==> config.mk <==
export PLATFORM = sky130hd
export DESIGN_NAME = seg_counter_display
export DESIGN_NICKNAME = d
export VERILOG_FILES = /design/src/rtl/seg_counter_pkg.sv /design/src/rtl/seg_counter_display_debounce.sv /design/src/rtl/seg_counter_display.sv
export SDC_FILE = /design/constraint.sdc
export NUM_CORES = 1
export LEC_CHECK = 0
export ABC_AREA = 0
export CORE_ASPECT_RATIO = 1.2
export CORE_MARGIN = 5
export CORE_UTILIZATION = 55
export DETAILED_ROUTE_END_ITERATION = 8
export PLACE_DENSITY = 0.73
export SYNTH_ARGS = -nofsm -noshare
export SYNTH_HDL_FRONTEND = slang
export SYNTH_SLANG_ARGS = --single-unit
==> constraint.sdc <==
create_clock -name i_Clk -period 3.5 [get_ports i_Clk]
set_input_delay 0.7 -clock i_Clk [delete_from_list [all_inputs] [get_ports i_Clk]]
set_output_delay 0.7 -clock i_Clk [all_outputs]
set_load 0.02 [all_outputs]
==> src/rtl/seg_counter_pkg.sv <==
// seg_counter_pkg
// Shared constants and helpers for the seg_counter_display board block.
//   - DISPLAY_HEX / DISPLAY_CHASE : values accepted by the DISPLAY_MODE parameter
//   - SW_* : bit positions of the four push switches on i_Switch
//   - count_dir_e : counting direction
//   - hex_to_seg() : 4-bit value to active-low 7-segment pattern (bit0=A .. bit6=G)
package seg_counter_pkg;

  localparam int DISPLAY_HEX   = 0;
  localparam int DISPLAY_CHASE = 1;

  localparam int NUM_SWITCHES = 4;
  localparam int SW_RUN       = 0;
  localparam int SW_DIR       = 1;
  localparam int SW_STEP      = 2;
  localparam int SW_CLEAR     = 3;

  typedef enum logic {
    DIR_UP   = 1'b0,
    DIR_DOWN = 1'b1
  } count_dir_e;

  // Active-low segment patterns for the hex digits 0-F.
  function automatic logic [6:0] hex_to_seg(input logic [3:0] nibble);
    logic [6:0] seg;
    case (nibble)
      4'h0:    seg = 7'h40;
      4'h1:    seg = 7'h79;
      4'h2:    seg = 7'h24;
      4'h3:    seg = 7'h30;
      4'h4:    seg = 7'h19;
      4'h5:    seg = 7'h12;
      4'h6:    seg = 7'h02;
      4'h7:    seg = 7'h78;
      4'h8:    seg = 7'h00;
      4'h9:    seg = 7'h10;
      4'hA:    seg = 7'h08;
      4'hB:    seg = 7'h03;
      4'hC:    seg = 7'h46;
      4'hD:    seg = 7'h21;
      4'hE:    seg = 7'h06;
      default: seg = 7'h0E;
    endcase
    return seg;
  endfunction

endpackage

==> src/rtl/seg_counter_display_debounce.sv <==
// switch_debounce
// Debounces one push switch. The accepted level only changes after the raw
// input has disagreed with it for DEBOUNCE_CYCLES consecutive clocks, so any
// glitch shorter than that is never seen downstream.
// Ports:
//   i_Clk    : system clock
//   i_Reset  : synchronous active-high reset (level and counter to 0)
//   i_Switch : raw switch level, expected to already be in the i_Clk domain
//   o_Level  : debounced (accepted) level
module switch_debounce #(
  parameter int DEBOUNCE_CYCLES = 250000
) (
  input  logic i_Clk,
  input  logic i_Reset,
  input  logic i_Switch,
  output logic o_Level
);

  localparam int CNT_WIDTH = $clog2(DEBOUNCE_CYCLES);
  localparam logic [CNT_WIDTH-1:0] CNT_LAST = CNT_WIDTH'(DEBOUNCE_CYCLES - 1);

  logic                 level_q, level_d;
  logic [CNT_WIDTH-1:0] stable_cnt_q, stable_cnt_d;

  // The counter holds how many consecutive clocks the raw input has differed
  // from the accepted level; the flip happens on the clock where it already
  // holds DEBOUNCE_CYCLES-1, i.e. the DEBOUNCE_CYCLES-th differing sample.
  always_comb begin
    level_d      = level_q;
    stable_cnt_d = '0;
    if (i_Switch != level_q) begin
      if (stable_cnt_q == CNT_LAST) begin
        level_d      = ~level_q;
        stable_cnt_d = '0;
      end else begin
        stable_cnt_d = stable_cnt_q + CNT_WIDTH'(1);
      end
    end
  end

  always_ff @(posedge i_Clk) begin
    if (i_Reset) begin
      level_q      <= 1'b0;
      stable_cnt_q <= '0;
    end else begin
      level_q      <= level_d;
      stable_cnt_q <= stable_cnt_d;
    end
  end

  assign o_Level = level_q;

endmodule

==> src/rtl/seg_counter_display.sv <==
// seg_counter_display
// Prescaled up/down counter shown as two digits on the 7-segment pair and in
// binary on the LEDs. Four debounced push switches give run/pause, direction,
// single-step and clear.
// Ports:
//   i_Clk      : system clock
//   i_Reset    : synchronous active-high reset
//   i_Switch   : raw buttons, active-high; [0]=run/pause [1]=direction
//                [2]=step [3]=clear
//   o_Segment1 : left digit, active-low, bit0=A .. bit6=G
//   o_Segment2 : right digit, active-low, same bit order
//   o_LED      : count[3:0], bits at or above COUNT_WIDTH driven 0
module seg_counter_display
  import seg_counter_pkg::*;
#(
  parameter int DIV_WIDTH       = 22,
  parameter int COUNT_WIDTH     = 8,
  parameter int DEBOUNCE_CYCLES = 250000,
  parameter int DISPLAY_MODE    = 0
) (
  input  logic                    i_Clk,
  input  logic                    i_Reset,
  input  logic [NUM_SWITCHES-1:0] i_Switch,
  output logic [6:0]              o_Segment1,
  output logic [6:0]              o_Segment2,
  output logic [3:0]              o_LED
);

  localparam bit CHASE_MODE = (DISPLAY_MODE == DISPLAY_CHASE);
  // Display contents for a count of zero, loaded directly on reset.
  localparam logic [6:0] SEG1_RESET = CHASE_MODE ? 7'b1111110 : 7'b1000000;
  localparam logic [6:0] SEG2_RESET = CHASE_MODE ? 7'b1111111 : 7'b1000000;

  logic [DIV_WIDTH-1:0]    prescaler_q, prescaler_d;
  logic                    tick;
  logic [NUM_SWITCHES-1:0] level;
  logic [NUM_SWITCHES-1:0] level_prev_q, level_prev_d;
  logic [NUM_SWITCHES-1:0] press_q, press_d;
  logic                    running_q, running_d;
  count_dir_e              dir_q, dir_d;
  logic [COUNT_WIDTH-1:0]  count_q, count_d;
  logic [COUNT_WIDTH-1:0]  count_step;
  logic [7:0]              disp_value;
  logic [2:0]              chase_low;
  logic [6:0]              seg1_q, seg1_d;
  logic [6:0]              seg2_q, seg2_d;
  logic [3:0]              led_q, led_d;

  for (genvar i = 0; i < NUM_SWITCHES; i++) begin : g_debounce
    switch_debounce #(
      .DEBOUNCE_CYCLES(DEBOUNCE_CYCLES)
    ) u_debounce (
      .i_Clk   (i_Clk),
      .i_Reset (i_Reset),
      .i_Switch(i_Switch[i]),
      .o_Level (level[i])
    );
  end

  // Prescaler runs regardless of pause; tick marks its last state before wrap.
  always_comb begin
    prescaler_d = prescaler_q + DIV_WIDTH'(1);
    tick        = &prescaler_q;
  end

  // Press pulses come from the registered previous level, so each rising
  // accepted level produces exactly one registered single-cycle pulse.
  always_comb begin
    level_prev_d = level;
    press_d      = level & ~level_prev_q;
  end

  // Control and count both act on the registered press pulse. The count uses
  // the current dir_q, so a direction toggle coinciding with a tick only
  // affects later ticks.
  always_comb begin
    running_d = running_q ^ press_q[SW_RUN];
    dir_d     = dir_q;
    if (press_q[SW_DIR]) begin
      dir_d = (dir_q == DIR_UP) ? DIR_DOWN : DIR_UP;
    end

    if (dir_q == DIR_UP) begin
      count_step = count_q + COUNT_WIDTH'(1);
    end else begin
      count_step = count_q - COUNT_WIDTH'(1);
    end

    count_d = count_q;
    if (press_q[SW_CLEAR]) begin
      count_d = '0;
    end else if (press_q[SW_STEP] && !running_q) begin
      count_d = count_step;
    end else if (tick && running_q) begin
      count_d = count_step;
    end
  end

  // Display decode from the count zero-extended to 8 bits. In chase mode the
  // value 7..13 lights Segment2 bit (value-7); since value-7 and value+1 agree
  // modulo 8, the low three bits plus one give that position directly.
  always_comb begin
    disp_value = 8'(count_q);
    chase_low  = disp_value[2:0] + 3'd1;
    led_d      = disp_value[3:0];
    seg1_d     = 7'h7F;
    seg2_d     = 7'h7F;
    case (DISPLAY_MODE)
      DISPLAY_CHASE: begin
        if (disp_value < 8'd7) begin
          seg1_d[disp_value[2:0]] = 1'b0;
        end else if (disp_value < 8'd14) begin
          seg2_d[chase_low] = 1'b0;
        end
      end
      DISPLAY_HEX: begin
        seg1_d = hex_to_seg(disp_value[7:4]);
        seg2_d = hex_to_seg(disp_value[3:0]);
      end
      default: begin
        seg1_d = hex_to_seg(disp_value[7:4]);
        seg2_d = hex_to_seg(disp_value[3:0]);
      end
    endcase
  end

  always_ff @(posedge i_Clk) begin
    if (i_Reset) begin
      prescaler_q  <= '0;
      level_prev_q <= '0;
      press_q      <= '0;
      running_q    <= 1'b1;
      dir_q        <= DIR_UP;
      count_q      <= '0;
      seg1_q       <= SEG1_RESET;
      seg2_q       <= SEG2_RESET;
      led_q        <= '0;
    end else begin
      prescaler_q  <= prescaler_d;
      level_prev_q <= level_prev_d;
      press_q      <= press_d;
      running_q    <= running_d;
      dir_q        <= dir_d;
      count_q      <= count_d;
      seg1_q       <= seg1_d;
      seg2_q       <= seg2_d;
      led_q        <= led_d;
    end
  end

  assign o_Segment1 = seg1_q;
  assign o_Segment2 = seg2_q;
  assign o_LED      = led_q;

endmodule

==> metrics.md, run 1 <==
| Metric | Value |
|---|---|
| Register area share after synthesis | 0.4486 |
| Largest net degree at the start of global routing | 39 |
| Post_cts resized | 0 |
| Max IR drop VDD | 0.3082 mV |
| Post-synth EDFFs | 0 |
| Yosys warning total | 0 |
| Ys async rst share | 0 |
| Net Sw Frac | 0.1979 |
| Overflow after GRT | 0 |
| CP cell instances | ha_1, nand2_1, nor4_4, a41oi_2, and4bb_2, mux2_2 |
| I/O Pins | 24 |
| CP peak stage delay | 0.45 ns |
| Crit. End Element | flip-flop |
| Fin crit share | 0.7142 |
| Residual DRC | 0 |
| Starting Density | 0.5658 |
| Crit path DAT | 2.80 ns |
| Syn nets | 708 |
| Most common flop cell mapped by yosys | dfxtp_1 |
| Net load switching power | 0.0006979 W |
| Total core area | 10570 um2 |
| Slowest cell on crit path | and4bb_2 |
| Tmin final | 2.500 ns |
| Final Total Pwr | 0.003526 W |
| Antenna Nets Post-Route | 0 |
| Tot GR Track Use | 0.1753 |
| Synth top cells by count | nor2_1 (152), dfxtp_1 (134), xor2_1 (49) |
| Status | finished, final reports clean |
| Max-cap violations | 0 |
| Yosys top cell area share | 0.4486 |
| Routability congestion estimate | 0.8836 |
| Ant. Diodes | 0 |
| Num CTS Buffers | 17 |
| Area leader, netlist | dfxtp_1 |
| Setup CP Type | flip-flop to flip-flop |
| Pint | 0.002828 W |
| Mapped cell area | 5979 um2 |
| TritonCTS sink count | 134 |
| Distinct cell type count of the synthesized netlist | 51 |
| Clk root buf | clkbuf_16 |
| TritonCTS clock tree | done |
| Die width | 105.2 um |
| Fraction of layout cells with a size suffix above 1 | 0.06303 |
| Vias in the first global route | 4439 |
| Peak Freq | 400.1 MHz |
| Hold_buf cts | 0 |
| Sequential power share | 0.437 |
| Power share of the clock group | 0.550 |
| Largest cells by area after synthesis | dfxtp_1 (45%), nor2_1 (9.5%), xor2_1 (7.2%) |
| Post-DR vias/cell | 5.403 |
| Most common cell in the synthesized netlist | nor2_1 |
| CP Launch Type | flip-flop |
| Clock Path Buffers | 2 |
| Drt wl/cell | 12.93 um |
| Max-slew violations | 0 |
| I/O Buffers | 23 |
| DR pass1 iterations | 4 |
| DIE HEIGHT | 124.2 um |
| Max FO, Critical Path | 12 |
| DRT iter0 DRCs | 135 |
| Global-route wire length before repair | 19290 um |
| Clk slew on worst S/H paths | 0.06 ns |
| Vias | 4555 |
| Initial antenna violation count | 0 |
| Fin Clk Skew | 0.003810 ns |
| WL final | 10900 um |
| Postcts setup bufs | 0 |
| Synthesized area per cell | 8.819 um2 |
| Slew headroom | 0.4499 |
| Die area | 13070 um2 |
| PD cells | 509.1 nW/um2 |
| # nets final | 731 |
| Combinational share of power | 0.014 |
| Post-DP HPWL | 7108 um |
| Cell count after synthesis | 678 |
| Yosys reg bits | 134 |
| Worst hold path class | flip-flop to flip-flop |
| Synth-to-Final Area Change | 15.84% |
| Rows | 41 |
| RSZ-0062 raised after global routing | no |
| H-tree lvl count | 4 |
| WP data required | 3.80 ns |
| Final hold vios | 0 |
| Worst-Margin Slew | 0.8176 ns |
| Setup TNS | 0 ns |
| Final setup viols | 0 |
| Worst-skew pair later-pin latency | 0.41 ns |
| Pleak | 2.434 nW |
## per-layer routing
| metal | track usage | up-vias | part of all wire |
|---|---|---|---|
| met2 | 0.3042 | 74 | 0.52 |
| met4 | 0.08051 | 0 | 0.021 |
| met3 | 0.05288 | 18 | 0.037 |
| met5 | 0 | - | 0 |
| met1 | 0.1935 | 2133 | 0.42 |
| li1 | - | 2330 | - |
## power by group through the flow
stage / logic, W / clock network (W) / registers (W)
after floorplan: 0.0000367 / 0 / 0.00157
after global routing: 0.0000533 / 0.00206 / 0.00154
final: 0.0000476 / 0.00194 / 0.00154
after global placement: 0.0000464 / 0 / 0.00157
after detailed placement: 0.0000478 / 0 / 0.00157
after CTS: 0.0000485 / 0.00197 / 0.00154
## path summary, 6_finish.rpt
kind         cells after the start  slack (ns)         end             from
max                              6        1.00  count_q[7]   prescaler_q[0]
min                              1        0.38  press_q[0]  level_prev_q[0]
max reg2reg                      6        1.00  count_q[7]   prescaler_q[0]
min reg2reg                      1        0.38  press_q[0]  level_prev_q[0]
## critical path, delay by kind of cell, from the launching register on
kind            cells  cell delay (ns)
simple gates        3             1.00
compound gates      1             0.42
flops               1             0.40
mux                 1             0.33
fa+ha+maj           1             0.24
## sequential cells by signal, indices dropped and copies added (netlist names)
register,flops
o_Segment1,7
prescaler_q,22
press_q,4
g_debounce.u_debounce.stable_cnt_q,72
level_prev_q,4
g_debounce.u_debounce.o_Level,4
dir_q,1
running_q,1
o_Segment2,7
o_LED,4
count_q,8
## metrics by stage
| step | utilization | cells | setup slack (ns) | hold slack, ns | area, um2 |
|---|---|---|---|---|---|
| floorplan | - | 678 | 1.454 | 0.3674 | 5979 |
| global placement | 0.5942 | 811 | 1.131 | 0.3735 | 6280 |
| detailed placement | 0.5942 | 811 | 1.007 | 0.3788 | 6280 |
| CTS | 0.6555 | 843 | 0.9706 | 0.3869 | 6927 |
| global route | 0.6555 | 843 | 0.8151 | 0.4055 | 6927 |
| finish | 0.6555 | 843 | 1.000 | 0.3834 | 6927 |
## cell usage in the layout, fill, tap and decap left out, types with 2 or more instances in the layout
master,netlist,final
nor3_1,13,13
clkinv_2,0,3
xor2_1,49,49
nand3_1,43,43
bufinv_16,0,5
clkbuf_16,0,17
xnor2_1,43,43
or2_2,4,4
ha_1,23,23
nand2b_1,8,8
nor2_1,152,152
a211oi_1,10,10
o21ai_0,9,9
a311oi_1,4,4
nand2_1,42,42
nor4_1,7,7
dfxtp_1,134,134
and4_1,4,4
mux2i_1,9,9
clkdlybuf4s50_1,0,22
a21oi_1,9,9
and3_1,9,9
clkinvlp_4,0,4
nor4b_1,4,4
nand4_1,21,21
nor2b_1,17,17
a21o_1,2,2
inv_1,19,19
## kinds of logic (layout without fill, tap and decap cells)
family                   after synthesis  in the layout  share of synthesized area
AND/OR/NAND/NOR                      334            334                     0.2680
multiplexers                          10             10                    0.01695
AO/OA/AOI/OAI                         45             45                    0.05252
adder cells (fa/ha/maj)               24             24                    0.05148
buffers and inverters                 39             75                    0.02762
XOR/XNOR                              92             92                     0.1348
flip-flops                           134            134                     0.4486
## layout make-up
type | count | area [um2]
clock buffers | 19 | 442.9
clock inverters | 13 | 203.9
fillers | 853 | 3641
inverters | 19 | 71.32
multi-input cells | 505 | 3132
flip-flops and latches | 134 | 2683
well taps | 129 | 161.4
repair buffers | 24 | 232.7
No activity file was read; power rests on OpenSTA's default activity.
==> run 2: changes to the inputs <==
--- a/config.mk
+++ b/config.mk
@@ -10,7 +10,7 @@
 export CORE_MARGIN = 5
 export CORE_UTILIZATION = 55
 export DETAILED_ROUTE_END_ITERATION = 8
-export PLACE_DENSITY = 0.73
+export PLACE_DENSITY = 0.76
 export SYNTH_ARGS = -nofsm -noshare
 export SYNTH_HDL_FRONTEND = slang
 export SYNTH_SLANG_ARGS = --single-unit
==> constraint.sdc (replaced) <==
create_clock -name i_Clk -period 2 [get_ports i_Clk]
set_input_delay 0.4 -clock i_Clk [delete_from_list [all_inputs] [get_ports i_Clk]]
set_output_delay 0.4 -clock i_Clk [all_outputs]
set_load 0.02 [all_outputs]
==> run 2 against run 1 <==
  * Combinational power is 98% higher
  * Sequential share of layout area is 0.68 points lower
  * Count of clock-buffer cells in the layout is 1 lower
  * First-iteration DRC count is 50% higher
  * Via count is 1.7% higher
  * Final cell count is 3.1% higher
  * Sequential power is 75% higher
  * Worst hold slack worse by 0.0023 ns
  * Critical path depth stayed put
  * Clock skew is 0.0028 ns higher
  * Register-to-register slack worse by 0.89 ns
  * Critical endpoint unchanged
  * Largest power group unchanged
==> metrics.md, run 2 (synthesis results as in run 1) <==
| Metric | Value |
|---|---|
| Max IR drop VDD | 0.5478 mV (+78%) |
| TritonCTS sink count | 134 (unchanged) |
| H-tree lvl count | 4 (unchanged) |
| DP Area | 6476 um2 (+3.1%) |
| Area of the multi-input gates | 3144 um2 (+0.40%) |
| TritonCTS clock tree | done |
| Post-DR vias/cell | 5.329 (-1.4%) |
| Register Area | 2684 um2 (about the same) |
| Hold_buf cts | 0 (unchanged) |
| Commonest cells after routing, fill and taps aside | nor2_1 (152), dfxtp_1 (133), xor2_1 (49), nand3_1 (43), xnor2_1 (43) |
| Synth-to-Final Area Change | 17.95% |
| Overflow after GRT | 0 (unchanged) |
| Num CTS Buffers | 17 (unchanged) |
| Most common cell after layout, fill and taps aside | nor2_1 |
| Residual DRC | 0 (unchanged) |
| Crit path DAT | 2.19 ns (-0.61 ns) |
| # fillers | 815 (-4.5%) |
| Ant. Diodes | 0 (unchanged) |
| Worst-skew pair later-pin latency | 0.41 ns (about the same) |
| Final hold vios | 0 (unchanged) |
| Setup TNS | 0 ns (unchanged) |
| # nets final | 757 (+3.6%) |
| Global routing usage on met3 | 0.03836 (-0.01452) |
| Tot GR Track Use | 0.1788 (+0.003493) |
| Global-route wire length before repair | 19950 um (+3.4%) |
| CP Launch Type | flip-flop |
| Largest registers | g_debounce.u_debounce.stable_cnt_q x72, prescaler_q x22, count_q x8 |
| I/O Pins | 24 (unchanged) |
| Most flops, register | g_debounce.u_debounce.stable_cnt_q |
| Largest net degree at the start of global routing | 38 (-2.6%) |
| Post-DP HPWL | 7769 um (+9.3%) |
| Net load switching power | 0.001248 W (+79%) |
| Postcts setup bufs | 0 (unchanged) |
| Pleak | 2.539 nW (+4.3%) |
| Vias | 4631 (+1.7%) |
| Final setup viols | 0 (unchanged) |
| Clk slew on worst S/H paths | 0.06 ns (about the same) |
| Final Cell Area | 7053 um2 (+1.8%) |
| Starting Density | 0.5658 (unchanged) |
| Initial antenna violation count | 0 (unchanged) |
| RSZ-0062 raised after global routing | no |
| Antenna Nets Post-Route | 0 (unchanged) |
| Total core area | 10570 um2 (unchanged) |
| Crit. End Element | flip-flop |
| Worst hold path class | input port to flip-flop |
| WP data required | 2.30 ns (-1.50 ns) |
| Vias in the first global route | 4642 (+4.6%) |
| Power share of the clock group | 0.512 (-0.038) |
| Net Sw Frac | 0.2184 (+0.02049) |
| WL final | 11210 um (+2.9%) |
| Max FO, Critical Path | 5 (-7) |
| Dpl cells | 837 (+3.2%) |
| Routability congestion estimate | 0.8622 (-2.4%) |
| Setup CP Type | flip-flop to flip-flop |
| DR pass1 iterations | 6 (+2) |
| Max-cap violations | 0 (unchanged) |
| Clock Path Buffers | 2 (unchanged) |
| Final non-filler cell total | 869 (+3.1%) |
| I/O Buffers | 23 (unchanged) |
| Status | finished, final reports clean |
| Top Usage Layer GRT | met2 |
| Slew headroom | 0.6433 (+0.1934) |
| Drt wl/cell | 12.90 um (-0.20%) |
| Met1 usage | 0.2005 (+0.006972) |
| Die area | 13070 um2 (unchanged) |
| Die width | 105.2 um (unchanged) |
| Pint | 0.004466 W (+58%) |
| Fin Clk Skew | 0.006627 ns (+0.002817 ns) |
| Max FFs per register | 72 (unchanged) |
| DRT iter0 DRCs | 202 (+50%) |
| PD cells | 810.1 nW/um2 (+59%) |
| Sequential power share | 0.472 (+0.035) |
| Peak Freq | 528.5 MHz (+32%) |
| Reg-to-reg slack, setup | 0.11 ns (-0.89 ns) |
| Met2 usage | 0.3131 (+0.008840) |
| Rows | 41 (unchanged) |
| Fraction of layout cells with a size suffix above 1 | 0.1014 (+0.03833) |
| Tmin final | 1.892 ns (-0.6076 ns) |
| Final Util | 0.6674 (+0.01196) |
| Combinational share of power | 0.017 (+0.003) |
| Max-slew violations | 0 (unchanged) |
| Clk root buf | clkbuf_16 |
| DIE HEIGHT | 124.2 um (unchanged) |
| Worst-Margin Slew | 0.5342 ns (-0.2834 ns) |
| Fin crit share | 0.9461 (+0.2319) |
## run 2: cell count changes in the layout (fill, tap and decap cells not counted), sizes merged
cell      delta
clkinvlp     -1
buf         +26
inv          +4
clkinv       +2
bufinv       -4
clkbuf       -1
## run 2: worst max-delay path: stages (launching register included)
cell	delay, ns
dfxtp_2	0.35
ha_1	0.33
a211oi_2	0.23
o21ai_1	0.12
a211oi_1	0.23
and4bb_2	0.27
mux2_2	0.26
## run 2: power by group through the flow
stage	Sequential [W]	Clock [W]	Combinational [W]
6_report	0.00269	0.00293	0.0000943
5_1_grt	0.00269	0.00313	0.000107
4_1_cts	0.00269	0.00298	0.0000933
3_5_place_dp	0.00275	0	0.0000923
3_3_place_gp	0.00275	0	0.0000879
2_1_floorplan	0.00275	0	0.0000642
## run 2: what timing repair did
item / in CTS / in global routing
pin swaps: 0 / 2
gates resized for setup: 1 / 5
setup endpoints to repair: 1 / 36
## run 2: final cells by class
class,instances,area share
multi-input combinational,505,0.4458
sequential,134,0.3805
clock buffer,18,0.06227
timing repair buffer,50,0.06067
tap,129,0.02288
clock inverter,14,0.01774
inverter,19,0.01011
## run 2: final timing paths
path | start | end | cells after the start
setup / recovery | dir_q | count_q[7] | 6
hold / removal | i_Reset | g_debounce[3].u_debounce.o_Level | 2
setup reg to reg | dir_q | count_q[7] | 6
hold reg to reg | level_prev_q[2] | press_q[2] | 1
## run 2: layer usage
metal  vias up  wire (um)
li1       2382          -
met3        21        315
met5         -          0
met1      2162       4788
met4         0        225
met2        66       5884
## run 2: metrics by stage
step / hold slack, ns / power (W) / setup slack [ns]
final: 0.3811 / 0.005714 / 0.1079
after detailed placement: 0.3827 / 0.002845 / 0.02446
after CTS: 0.3682 / 0.005772 / 0.05379
after global placement: 0.3732 / 0.002839 / 0.04649
after global routing: 0.3936 / 0.005936 / 0.006501
after floorplan: 0.3674 / 0.002816 / 0.01890
==> run 3: changes to the inputs <==
--- a/config.mk
+++ b/config.mk
@@ -7,7 +7,7 @@
 export LEC_CHECK = 0
 export ABC_AREA = 0
 export CORE_ASPECT_RATIO = 1.2
-export CORE_MARGIN = 5
+export CORE_MARGIN = 2
 export CORE_UTILIZATION = 55
 export DETAILED_ROUTE_END_ITERATION = 8
 export PLACE_DENSITY = 0.76
==> constraint.sdc (replaced) <==
create_clock -name i_Clk -period 1.54 [get_ports i_Clk]
set_input_delay 0.308 -clock i_Clk [delete_from_list [all_inputs] [get_ports i_Clk]]
set_output_delay 0.308 -clock i_Clk [all_outputs]
set_load 0.02 [all_outputs]
==> run 3 against run 2 <==
  * The flow now finishes with violations (negative setup slack)
  * Clock skew barely moved
  * Non-clock buffer count rose by 84
  * Routed wire length rose by 37%
  * Clock power rose by 41%
  * Largest cell class unchanged
  * First-iteration DRC count rose by 38%
  * Critical path type unchanged
  * Largest power group unchanged
==> metrics.md, run 3 (synthesis results as in run 1) <==
| Metric | Value |
|---|---|
| TritonCTS sink count | 134 (unchanged) |
| Clock Path Buffers | 2 (unchanged) |
| Commonest cells after routing, fill and taps aside | nor2_1 (142), dfxtp_1 (112), buf_4 (95), xor2_1 (48), xnor2_1 (42) |
| Crit. End Element | flip-flop |
| Rows | 41 (unchanged) |
| Clk root buf | clkbuf_16 |
| H-tree lvl count | 4 (unchanged) |
| Max IR drop VDD | 0.7197 mV (+31%) |
| Initial antenna violation count | 0 (unchanged) |
| Max FO, Critical Path | 7 (+2) |
| Largest net degree at the start of global routing | 19 (-50%) |
| Global-route wire length before repair | 23670 um (+19%) |
| Die area | 11730 um2 (-10%) |
| Failing checks | negative setup slack |
| WL final | 15400 um (+37%) |
| RR Endpoint | count_q[6] |
| Residual DRC | 0 (unchanged) |
| Tot GR Track Use | 0.2462 (+0.06741) |
| FF-to-FF path depth | 8 (+2) |
| DIE HEIGHT | 118.2 um (-4.8%) |
| Total core area | 10570 um2 (unchanged) |
| Tmin final | 1.867 ns (-0.02542 ns) |
| PD cells | 935.7 nW/um2 (+15%) |
| CP Launch Type | flip-flop |
| Clk slew on worst S/H paths | 0.06 ns (about the same) |
| RSZ-0062 raised after global routing | yes |
| DP Area | 7141 um2 (+10%) |
| Antenna Nets Post-Route | 0 (unchanged) |
| Final setup viols | 25 (+25) |
| Worst hold start | i_Reset |
| WP data required | 1.83 ns (-0.47 ns) |
| Worst hold path class | input port to flip-flop |
| Die width | 99.19 um (-5.7%) |
| Max-cap violations | 0 (unchanged) |
| Starting Density | 0.5658 (unchanged) |
| Routability congestion estimate | 0.8417 (-2.4%) |
| Final Cell Area | 8335 um2 (+18%) |
| Worst-Margin Slew | 0.5654 ns (+0.03111 ns) |
| Final non-filler cell total | 957 (+10%) |
| Vias | 5361 (+16%) |
| Overflow after GRT | 0 (unchanged) |
| I/O Buffers | 23 (unchanged) |
| # fillers | 656 (-20%) |
| # nets final | 846 (+12%) |
| TritonCTS clock tree | done |
| Vias in the first global route | 5455 (+18%) |
| I/O Pins | 24 (unchanged) |
| Num CTS Buffers | 17 (unchanged) |
| Pleak | 3.270 nW (+29%) |
| DRT iter0 DRCs | 278 (+38%) |
| Launch point of the worst path | dir_q |
| Peak Freq | 535.7 MHz (+1.4%) |
| Fin crit share | 1.212 (+0.2661) |
| Fraction of layout cells with a size suffix above 1 | 0.3092 (+0.2078) |
| R2R Path Start | dir_q |
| Max-slew violations | 0 (unchanged) |
| Post-DP HPWL | 9059 um (+17%) |
| Slew headroom | 0.6226 (-0.02077) |
| Hold Path End | prescaler_q[0] |
| Synth-to-Final Area Change | 39.40% |
| Final Total Pwr | 0.007799 W (+36%) |
| Crit path DAT | 2.16 ns (-0.03 ns) |
| Final hold vios | 0 (unchanged) |
| Reg-to-reg slack, setup | -0.33 ns (-0.43 ns) |
| Fin Clk Skew | 0.007024 ns (+0.0003971 ns) |
| Status | finished with violations |
| Most common cell after layout, fill and taps aside | nor2_1 |
| Worst-skew pair later-pin latency | 0.42 ns (about the same) |
| Drt wl/cell | 16.09 um (+25%) |
| Post-DR vias/cell | 5.602 (+5.1%) |
| Hold Crit Depth | 2 (unchanged) |
| Most flops, register | g_debounce.u_debounce.stable_cnt_q |
| DR pass1 iterations | 5 (-1) |
| Setup CP Type | flip-flop to flip-flop |
| Ant. Diodes | 0 (unchanged) |
| Dpl cells | 904 (+8.0%) |
| Hold WS | 0.2302 ns (-0.1509 ns) |
| Largest registers | g_debounce.u_debounce.stable_cnt_q x72, prescaler_q x22, count_q x8 |
| Final worst slack | -0.3267 ns (-0.4346 ns) |
| Max FFs per register | 72 (unchanged) |
| Worst slack, placed | -0.3106 ns (-0.3351 ns) |
-- run 3: critical path, cell delays in order (launching register included) --
cell and delay, ns:
dfxtp_4 0.39, buf_4 0.15, ha_1 0.33, buf_4 0.15, inv_1 0.09, nor3_1 0.07, a221oi_1 0.30, a21o_1 0.19
a21oi_1 0.06
-- run 3: metal layers --
layer | track usage | up-vias | share of wire
met3 | 0.05973 | 49 | 0.034
met4 | 0.08904 | 0 | 0.027
li1 | - | 2566 | -
met2 | 0.4675 | 137 | 0.55
met1 | 0.2571 | 2609 | 0.39
met5 | 0 | - | 0
-- run 3: repair_timing --
action	in CTS	in global routing
gates resized for setup	56	72
hold endpoints to repair	0	0
buffers inserted	11	6
pin swaps	23	35
cloned	3	2
hold buffers	0	0
setup endpoints to repair	75	91
-- run 3: how the worst max path moves through the flow --
stage                     depth (start not counted)  slack, ns         end
after global placement                            6      -0.26  count_q[7]
after global routing                              8      -0.41  count_q[6]
final                                             8      -0.33  count_q[6]
after floorplan                                   5      -0.23  count_q[7]
after detailed placement                          6      -0.31  count_q[7]
after CTS                                         6      -0.29  count_q[7]
-- run 3: layout make-up --
class | count | area (um2) | area share
Multi-Input combinational cell | 510 | 3682 | 0.4418
Tap cell | 129 | 161.4 | 0.01936
Sequential cell | 134 | 2723 | 0.3266
Timing Repair Buffer | 134 | 1096 | 0.1315
Clock inverter | 9 | 123.9 | 0.01486
Clock buffer | 22 | 474.2 | 0.05689
Inverter | 19 | 75.07 | 0.009006
-- run 3: per-stage QoR --
| stage | util | setup TNS (ns) |
|---|---|---|
| finish | 0.7888 | -3.087 |
| global route | 0.7888 | -6.359 |
| CTS | 0.7544 | -1.367 |
| detailed placement | 0.6757 | -12.68 |
| global placement | 0.6757 | -7.827 |
| floorplan | - | -0.4035 |
-- run 3: power breakdown --
part	internal, W	leakage [nW]	total, W	switching, W
registers	0.00348	1.09	0.00350	0.0000162
logic	0.0000800	1.88	0.000181	0.000101
clock network	0.00265	0.296	0.00412	0.00147
total	0.00621	3.27	0.00780	0.00159
